$ cat src/rtl/axi_pipeline_addsub_if.sv
// Stream bundle for the chunk-pipelined add/sub unit.
// "slave" is the arithmetic block's view: it sinks s_axi_* beats and sources m_axi_* beats.
interface axi_pipeline_addsub_if #(
    parameter int DWIDTH = 64,
    parameter int UWIDTH = 1
);
    logic              s_axi_valid;
    logic              s_axi_ready;
    logic [DWIDTH-1:0] s_axi_data_a;
    logic [DWIDTH-1:0] s_axi_data_b;
    logic              s_axi_op;
    logic              s_axi_cin;
    logic [UWIDTH-1:0] s_axi_user;

    logic              m_axi_valid;
    logic              m_axi_ready;
    logic [DWIDTH-1:0] m_axi_data_a;
    logic [DWIDTH-1:0] m_axi_data_b;
    logic              m_axi_op;
    logic [DWIDTH-1:0] m_axi_data_result;
    logic              m_axi_data_carry;
    logic              m_axi_overflow;
    logic              m_axi_zero;
    logic [UWIDTH-1:0] m_axi_user;

    modport slave (
        input  s_axi_valid, s_axi_data_a, s_axi_data_b, s_axi_op, s_axi_cin, s_axi_user,
        input  m_axi_ready,
        output s_axi_ready,
        output m_axi_valid, m_axi_data_a, m_axi_data_b, m_axi_op, m_axi_data_result,
        output m_axi_data_carry, m_axi_overflow, m_axi_zero, m_axi_user
    );

    modport master (
        output s_axi_valid, s_axi_data_a, s_axi_data_b, s_axi_op, s_axi_cin, s_axi_user,
        output m_axi_ready,
        input  s_axi_ready,
        input  m_axi_valid, m_axi_data_a, m_axi_data_b, m_axi_op, m_axi_data_result,
        input  m_axi_data_carry, m_axi_overflow, m_axi_zero, m_axi_user
    );
endinterface

$ cat src/rtl/axi_pipeline_addsub.sv
// Chunk-pipelined adder/subtractor. Stage k resolves one CHUNK_SZ slice and hands
// its carry to stage k+1. Every stage has its own advance signal, so bubbles
// collapse forward while the output is stalled instead of freezing the whole pipe.
// SUB is computed as A + ~B + ~cin, which makes the final carry a "no borrow" flag.
module axi_pipeline_addsub #(
    parameter int DWIDTH   = 64,
    parameter int CHUNK_SZ = 16,
    parameter int UWIDTH   = 1
) (
    input  logic                 clk,
    input  logic                 rst,
    axi_pipeline_addsub_if.slave bus
);
    if (CHUNK_SZ < 1 || DWIDTH < 1) begin : g_param_check
        $error("axi_pipeline_addsub: CHUNK_SZ and DWIDTH must both be >= 1");
    end

    localparam int NUM_CHUNKS = (DWIDTH + CHUNK_SZ - 1) / CHUNK_SZ;
    localparam int LAST       = NUM_CHUNKS - 1;

    logic [NUM_CHUNKS-1:0] w_v;
    logic [NUM_CHUNKS:0]   w_adv;
    logic                  r_ovf;

    // A stage may load when it is empty or everything downstream of it can move;
    // written as a running OR from the output back so there is no feedback loop.
    always_comb begin : p_adv
        logic w_acc;
        w_acc             = bus.m_axi_ready;
        w_adv[NUM_CHUNKS] = bus.m_axi_ready;
        for (int k = NUM_CHUNKS - 1; k >= 0; k--) begin
            w_acc    = w_acc | ~w_v[k];
            w_adv[k] = w_acc;
        end
    end

    for (genvar k = 0; k < NUM_CHUNKS; k++) begin : g_st
        localparam int LO = k * CHUNK_SZ;
        // Top chunk may be narrower, so its carry lands exactly at bit DWIDTH.
        localparam int W  = (k == NUM_CHUNKS - 1) ? DWIDTH - LO : CHUNK_SZ;

        logic              r_v, r_op, r_c, r_z;
        logic [DWIDTH-1:0] r_a, r_b, r_res;
        logic [UWIDTH-1:0] r_user;

        logic              w_vin, w_opin, w_cin, w_zin;
        logic [DWIDTH-1:0] w_ain, w_bin, w_resin, w_resnext;
        logic [UWIDTH-1:0] w_userin;
        logic [W-1:0]      w_ac, w_bc;
        logic [W:0]        w_sum;

        if (k == 0) begin : g_src
            assign w_vin    = bus.s_axi_valid;
            assign w_ain    = bus.s_axi_data_a;
            assign w_bin    = bus.s_axi_data_b;
            assign w_opin   = bus.s_axi_op;
            assign w_userin = bus.s_axi_user;
            assign w_cin    = bus.s_axi_op ? ~bus.s_axi_cin : bus.s_axi_cin;
            assign w_resin  = '0;
            assign w_zin    = 1'b1;
        end else begin : g_src
            assign w_vin    = g_st[k-1].r_v;
            assign w_ain    = g_st[k-1].r_a;
            assign w_bin    = g_st[k-1].r_b;
            assign w_opin   = g_st[k-1].r_op;
            assign w_userin = g_st[k-1].r_user;
            assign w_cin    = g_st[k-1].r_c;
            assign w_resin  = g_st[k-1].r_res;
            assign w_zin    = g_st[k-1].r_z;
        end

        assign w_ac  = w_ain[LO +: W];
        assign w_bc  = w_opin ? ~w_bin[LO +: W] : w_bin[LO +: W];
        assign w_sum = {1'b0, w_ac} + {1'b0, w_bc} + {{W{1'b0}}, w_cin};

        // Splice this stage's chunk into the partially built result.
        always_comb begin
            w_resnext           = w_resin;
            w_resnext[LO +: W]  = w_sum[W-1:0];
        end

        // Stage register: load on advance, otherwise hold every field.
        always_ff @(posedge clk) begin
            if (rst) begin
                r_v    <= 1'b0;
                r_op   <= 1'b0;
                r_c    <= 1'b0;
                r_z    <= 1'b0;
                r_a    <= '0;
                r_b    <= '0;
                r_res  <= '0;
                r_user <= '0;
            end else if (w_adv[k]) begin
                r_v    <= w_vin;
                r_op   <= w_opin;
                r_c    <= w_sum[W];
                r_z    <= w_zin & (w_sum[W-1:0] == '0);
                r_a    <= w_ain;
                r_b    <= w_bin;
                r_res  <= w_resnext;
                r_user <= w_userin;
            end
        end

        assign w_v[k] = r_v;
    end

    // Signed overflow only makes sense once the MSB chunk is resolved, so it
    // lives beside the last stage and advances with it.
    always_ff @(posedge clk) begin
        if (rst) begin
            r_ovf <= 1'b0;
        end else if (w_adv[LAST]) begin
            r_ovf <= (g_st[LAST].w_ain[DWIDTH-1] ==
                      (g_st[LAST].w_opin ^ g_st[LAST].w_bin[DWIDTH-1])) &
                     (g_st[LAST].w_resnext[DWIDTH-1] != g_st[LAST].w_ain[DWIDTH-1]);
        end
    end

    assign bus.s_axi_ready       = w_adv[0];
    assign bus.m_axi_valid       = g_st[LAST].r_v;
    assign bus.m_axi_data_a      = g_st[LAST].r_a;
    assign bus.m_axi_data_b      = g_st[LAST].r_b;
    assign bus.m_axi_op          = g_st[LAST].r_op;
    assign bus.m_axi_data_result = g_st[LAST].r_res;
    assign bus.m_axi_data_carry  = g_st[LAST].r_c;
    assign bus.m_axi_overflow    = r_ovf;
    assign bus.m_axi_zero        = g_st[LAST].r_z;
    assign bus.m_axi_user        = g_st[LAST].r_user;
endmodule
$ cat src/flat_wrapper.sv
// flat-port wrapper written by rule: the top's interface ports become plain ports
module axi_pipeline_addsub_flat 
#(
    parameter int DWIDTH   = 64,
    parameter int CHUNK_SZ = 16,
    parameter int UWIDTH   = 1
)
  (clk, rst, bus_s_axi_valid, bus_s_axi_data_a, bus_s_axi_data_b, bus_s_axi_op, bus_s_axi_cin, bus_s_axi_user, bus_m_axi_ready, bus_s_axi_ready, bus_m_axi_valid, bus_m_axi_data_a, bus_m_axi_data_b, bus_m_axi_op, bus_m_axi_data_result, bus_m_axi_data_carry, bus_m_axi_overflow, bus_m_axi_zero, bus_m_axi_user);
  axi_pipeline_addsub_if #(.DWIDTH(DWIDTH), .UWIDTH(UWIDTH)) bus_i ();
  input  logic clk;
  input  logic rst;
  input wire logic [$bits(bus_i.s_axi_valid)-1:0] bus_s_axi_valid;
  input wire logic [$bits(bus_i.s_axi_data_a)-1:0] bus_s_axi_data_a;
  input wire logic [$bits(bus_i.s_axi_data_b)-1:0] bus_s_axi_data_b;
  input wire logic [$bits(bus_i.s_axi_op)-1:0] bus_s_axi_op;
  input wire logic [$bits(bus_i.s_axi_cin)-1:0] bus_s_axi_cin;
  input wire logic [$bits(bus_i.s_axi_user)-1:0] bus_s_axi_user;
  input wire logic [$bits(bus_i.m_axi_ready)-1:0] bus_m_axi_ready;
  output wire logic [$bits(bus_i.s_axi_ready)-1:0] bus_s_axi_ready;
  output wire logic [$bits(bus_i.m_axi_valid)-1:0] bus_m_axi_valid;
  output wire logic [$bits(bus_i.m_axi_data_a)-1:0] bus_m_axi_data_a;
  output wire logic [$bits(bus_i.m_axi_data_b)-1:0] bus_m_axi_data_b;
  output wire logic [$bits(bus_i.m_axi_op)-1:0] bus_m_axi_op;
  output wire logic [$bits(bus_i.m_axi_data_result)-1:0] bus_m_axi_data_result;
  output wire logic [$bits(bus_i.m_axi_data_carry)-1:0] bus_m_axi_data_carry;
  output wire logic [$bits(bus_i.m_axi_overflow)-1:0] bus_m_axi_overflow;
  output wire logic [$bits(bus_i.m_axi_zero)-1:0] bus_m_axi_zero;
  output wire logic [$bits(bus_i.m_axi_user)-1:0] bus_m_axi_user;
  assign bus_i.s_axi_valid = bus_s_axi_valid;
  assign bus_i.s_axi_data_a = bus_s_axi_data_a;
  assign bus_i.s_axi_data_b = bus_s_axi_data_b;
  assign bus_i.s_axi_op = bus_s_axi_op;
  assign bus_i.s_axi_cin = bus_s_axi_cin;
  assign bus_i.s_axi_user = bus_s_axi_user;
  assign bus_i.m_axi_ready = bus_m_axi_ready;
  assign bus_s_axi_ready = bus_i.s_axi_ready;
  assign bus_m_axi_valid = bus_i.m_axi_valid;
  assign bus_m_axi_data_a = bus_i.m_axi_data_a;
  assign bus_m_axi_data_b = bus_i.m_axi_data_b;
  assign bus_m_axi_op = bus_i.m_axi_op;
  assign bus_m_axi_data_result = bus_i.m_axi_data_result;
  assign bus_m_axi_data_carry = bus_i.m_axi_data_carry;
  assign bus_m_axi_overflow = bus_i.m_axi_overflow;
  assign bus_m_axi_zero = bus_i.m_axi_zero;
  assign bus_m_axi_user = bus_i.m_axi_user;
  axi_pipeline_addsub #(.DWIDTH(DWIDTH), .CHUNK_SZ(CHUNK_SZ), .UWIDTH(UWIDTH)) u_core (.clk(clk), .rst(rst), .bus(bus_i));
endmodule
$ cat config.mk
export PLATFORM = sky130hd
export DESIGN_NAME = axi_pipeline_addsub_flat
export DESIGN_NICKNAME = d
export VERILOG_FILES = /design/src/rtl/axi_pipeline_addsub_if.sv /design/src/rtl/axi_pipeline_addsub.sv /design/src/flat_wrapper.sv
export SDC_FILE = /design/constraint.sdc
export NUM_CORES = 2
export LEC_CHECK = 0
export BUFFER_PORTS_ARGS = -buffer_cell sky130_fd_sc_hd__buf_2
export CAP_MARGIN = 5
export CORE_UTILIZATION = 35
export DETAILED_ROUTE_END_ITERATION = 7
export HOLD_SLACK_MARGIN = 0.05
export SLEW_MARGIN = 0
export SYNTH_ARGS = -nofsm -noshare
export SYNTH_HDL_FRONTEND = slang
export SYNTH_SLANG_ARGS = --single-unit
$ cat constraint.sdc
create_clock -name clk -period 5.8 [get_ports clk]
set_clock_uncertainty 0.15 [all_clocks]
set_input_delay 0.58 -clock clk [delete_from_list [all_inputs] [get_ports clk]]
set_output_delay 0.58 -clock clk [all_outputs]
set_load 0.005 [all_outputs]
==> flow_summary.json <==
{
  "crit_chain": "xnor2_1 > fa_1 > fa_1 > nor2b_1 > o31a_1 > a21oi_1 > or4_1 > or4_1 > or4_1 > o21ai_1",
  "pwr-share-clk": 0.448,
  "critPathMostFrequentCell": "or4_1",
  "synth_top_area_cell": "dfxtp_1",
  "syn_inst": 3521,
  "vdd_drop_max_mv": 0.189,
  "die_w_um": 282,
  "dp_hpwl_mm": 56.3,
  "numCtsBuffers": 78,
  "endpoint_kind": "register",
  "arrival_ns": 4.61,
  "ys_seq_elements": 693,
  "path_class": "register to register",
  "overflow": 0,
  "rrSetupSlack_ns": 1.60,
  "slowest_stage": "dfxtp_1",
  "place_congestion": 0.827,
  "pwr-share-seq": 0.464,
  "wl_mm": 85.2,
  "dieArea_um2": 79400,
  "crit_family": "simple AND/OR/NAND/NOR gates",
  "finalCritPeriodShare": 0.724,
  "cts_root_buf": "clkbuf_16",
  "drv_slew": 0,
  "place_ws_ns": 1.61,
  "clk_latency_ns": 0.63,
  "setup_viol": 0,
  "layout-drive-gt1-share": 0.131,
  "avgSynthCellArea_um2": 7.78,
  "synth_cell_types": 67,
  "rsz0062_at_grt": "no",
  "power_frac_comb": 0.089,
  "area_growth_pct": 20.7,
  "yosysSeqAreaShare": 0.506,
  "ant_nets": 0,
  "ios": 334,
  "slew_headroom": 0.227,
  "seqCellArea_um2": 13900,
  "max_cap_viol_count": 0,
  "port_buffers": 333,
  "synthAdderAreaFrac": 0.0333,
  "grt_pass1_wl_mm": 130,
  "vias": 24100,
  "antenna_found_initial": 11,
  "synth-compound-area-share": 0.169,
  "syn_nets": 3724,
  "tns_ns": 0,
  "synth-edff-count": 0,
  "finalPower_mw": 11.1,
  "grt_max_degree": 222,
  "synth_top_area_frac": 0.506,
  "synth_top_family_by_area": "simple AND/OR/NAND/NOR gates",
  "fmax_ghz": 0.238,
  "netlist_top_cells_area": "dfxtp_1, nand2_1, a21oi_1, clkbuf_1, ha_1",
  "cts_setup_buffers": 0,
  "drc": 0,
  "cp-start-kind": "register",
  "htree_levels": 3,
  "synthXorXnorAreaFrac": 0.0329,
  "grt_pass1_vias": 22400,
  "first_pass_iters": 6,
  "hold_violations": 0,
  "setup_ws_ns": 1.60,
  "yosys_warnings": 0,
  "start_util": 0.354,
  "rows": 102,
  "fill_cells": 8044,
  "vias_per_cell": 4.93,
  "fin_area_um2": 33100,
  "p_per_area_nw_per_um2": 335,
  "die_h_um": 282,
  "drtIter0Drc": 1431,
  "multiInputGateArea_um2": 12500,
  "worst_slew_pin_slew_ns": 1.16,
  "clk_pin_slew_ns": 0.06,
  "status": "complete, no violations",
  "cts_sinks": 693,
  "p_sw_frac": 0.251,
  "ys.flop_type": "dfxtp_1",
  "crit_fanout": 18,
  "synthSimpleGateAreaFrac": 0.220,
  "cts_tree": "built",
  "internal_power_mw": 8.30,
  "cts_buffer_depth": 3,
  "core_um2": 77500,
  "muxShareOfSynthArea": 0.00114,
  "wl_per_cell_um": 17.4,
  "nNetsFinal": 3990,
  "power.switching_mw": 2.78,
  "netlist_area_um2": 27400,
  "cts_resized": 0,
  "async_flop_share": 0,
  "crit_required_ns": 6.21,
  "critPathBufInv": 0,
  "grt_util_all_layers": 0.210,
  "cpPeakStageDelay_ns": 0.91,
  "fin_crit_ns": 4.20,
  "power.static_leakage_nw": 13.5,
  "worstHoldPathType": "input port to register",
  "placed_area_um2": 29700
}
-- final timing paths --
| kind | start | to | depth (start not counted) |
|---|---|---|---|
| setup / recovery | u_core.g_st[1].r_op | u_core.g_st[2].r_z | 10 |
| hold / removal | bus_s_axi_data_b[61] | u_core.g_st[0].r_b[61] | 3 |
| setup reg to reg | u_core.g_st[1].r_op | u_core.g_st[2].r_z | 10 |
| hold reg to reg | u_core.bus.m_axi_data_b[21] | u_core.bus.m_axi_data_b[21] | 2 |
-- cells by family after synthesis --
group | Yosys count
compound gates | 851
xor+xnor | 103
fa+ha+maj | 68
buf+inv | 274
flops | 693
mux | 3
simple gates | 1529
-- registers in the layout, indices dropped and copies added (netlist names) --
| name | cells |
|---|---|
| u_core.bus.m_axi_op | 1 |
| u_core.bus.m_axi_data_result | 64 |
| u_core.g_st.r_z | 3 |
| u_core.bus.m_axi_zero | 1 |
| u_core.g_st.r_res | 96 |
| u_core.g_st.r_c | 3 |
| u_core.g_st.r_op | 3 |
| u_core.g_st.r_a | 192 |
| u_core.bus.m_axi_valid | 1 |
| u_core.bus.m_axi_data_b | 64 |
| u_core.bus.m_axi_data_carry | 1 |
| u_core.bus.m_axi_overflow | 1 |
| u_core.g_st.r_b | 192 |
| u_core.bus.m_axi_user | 1 |
| u_core.g_st.r_user | 3 |
| u_core.bus.m_axi_data_a | 64 |
| u_core.g_st.r_v | 3 |
-- routing by layer --
layer | global-route usage | vias to the layer above | wire length (µm)
li1 | - | 12200 | -
met1 | 0.267 | 11300 | 37300
met2 | 0.356 | 509 | 41200
met3 | 0.0395 | 126 | 4190
met4 | 0.0733 | 16 | 2460
met5 | 0 | - | 104
-- synth_stat cells (5+ instances only) --
cell type	number
a2111oi_0	9
a211oi_1	19
a21o_1	16
a21oi_1	701
and2_1	5
and3_1	7
buf_1	11
clkbuf_1	231
dfxtp_1	693
fa_1	8
ha_1	60
inv_1	31
nand2_1	1344
nand2b_1	9
nand3_1	14
nand4_1	7
nor2_1	68
nor2b_1	14
nor3_1	23
nor4_1	10
o2111ai_1	5
o21a_1	9
o21ai_0	26
o21ai_1	7
o21bai_1	5
o31ai_1	9
or3_1	8
or4_1	5
xnor2_1	31
xor2_1	72
-- tightest hold or removal path, stage by stage --
cell and delay (ns):
buf_2 0.11, nand2_1 0.05, a21oi_1 0.05
-- cell usage in the layout, fill, tap and decap left out, types with 13 or more instances in the layout --
cell,netlist,final
nand2_1,1344,1342
a21oi_1,701,701
dfxtp_1,693,693
buf_2,1,332
clkbuf_16,0,80
dlygate4sd3_1,0,73
xor2_1,72,72
nor2_1,68,68
ha_1,60,60
xnor2_1,31,31
inv_1,31,30
o21ai_0,26,26
nor3_1,23,23
buf_4,0,20
a211oi_1,19,19
clkbuf_8,0,17
a21o_1,16,16
nand3_1,14,14
nor2b_1,14,13
clkbuf_1,231,13
-- what timing repair did --
item / 4_1_cts / 5_1_grt
hold buffers: 73 / 0
endpoints found under the hold margin: 73 / 0
setup endpoints to repair: 0 / 0
-- layout make-up --
cell class                 instances  area share
tap                             1040      0.0393
inverter                          31     0.00367
sequential                       693       0.420
timing repair buffer             429      0.0792
antenna                            3    0.000227
multi-input combinational       2554       0.379
clock buffer                     110      0.0691
clock inverter                    31      0.0100
-- power by group through the flow --
stage	clock (mW)	sequential [mW]	combinational (mW)
floorplan	0	5.19	0.636
global placement	0	5.23	0.943
detailed placement	0	5.24	0.944
CTS	5.08	5.13	0.991
global route	5.29	5.16	1.10
finish	4.96	5.13	0.984
-- through the flow --
stage	utilization	hold WS (ns)	cells
global placement	0.384	0.288	4674
floorplan	-	0.282	3521
detailed placement	0.384	0.290	4674
finish	0.427	0.0791	4891
global route	0.427	0.0754	4889
CTS	0.427	0.0504	4888
No activity file was read; power rests on OpenSTA's default activity.
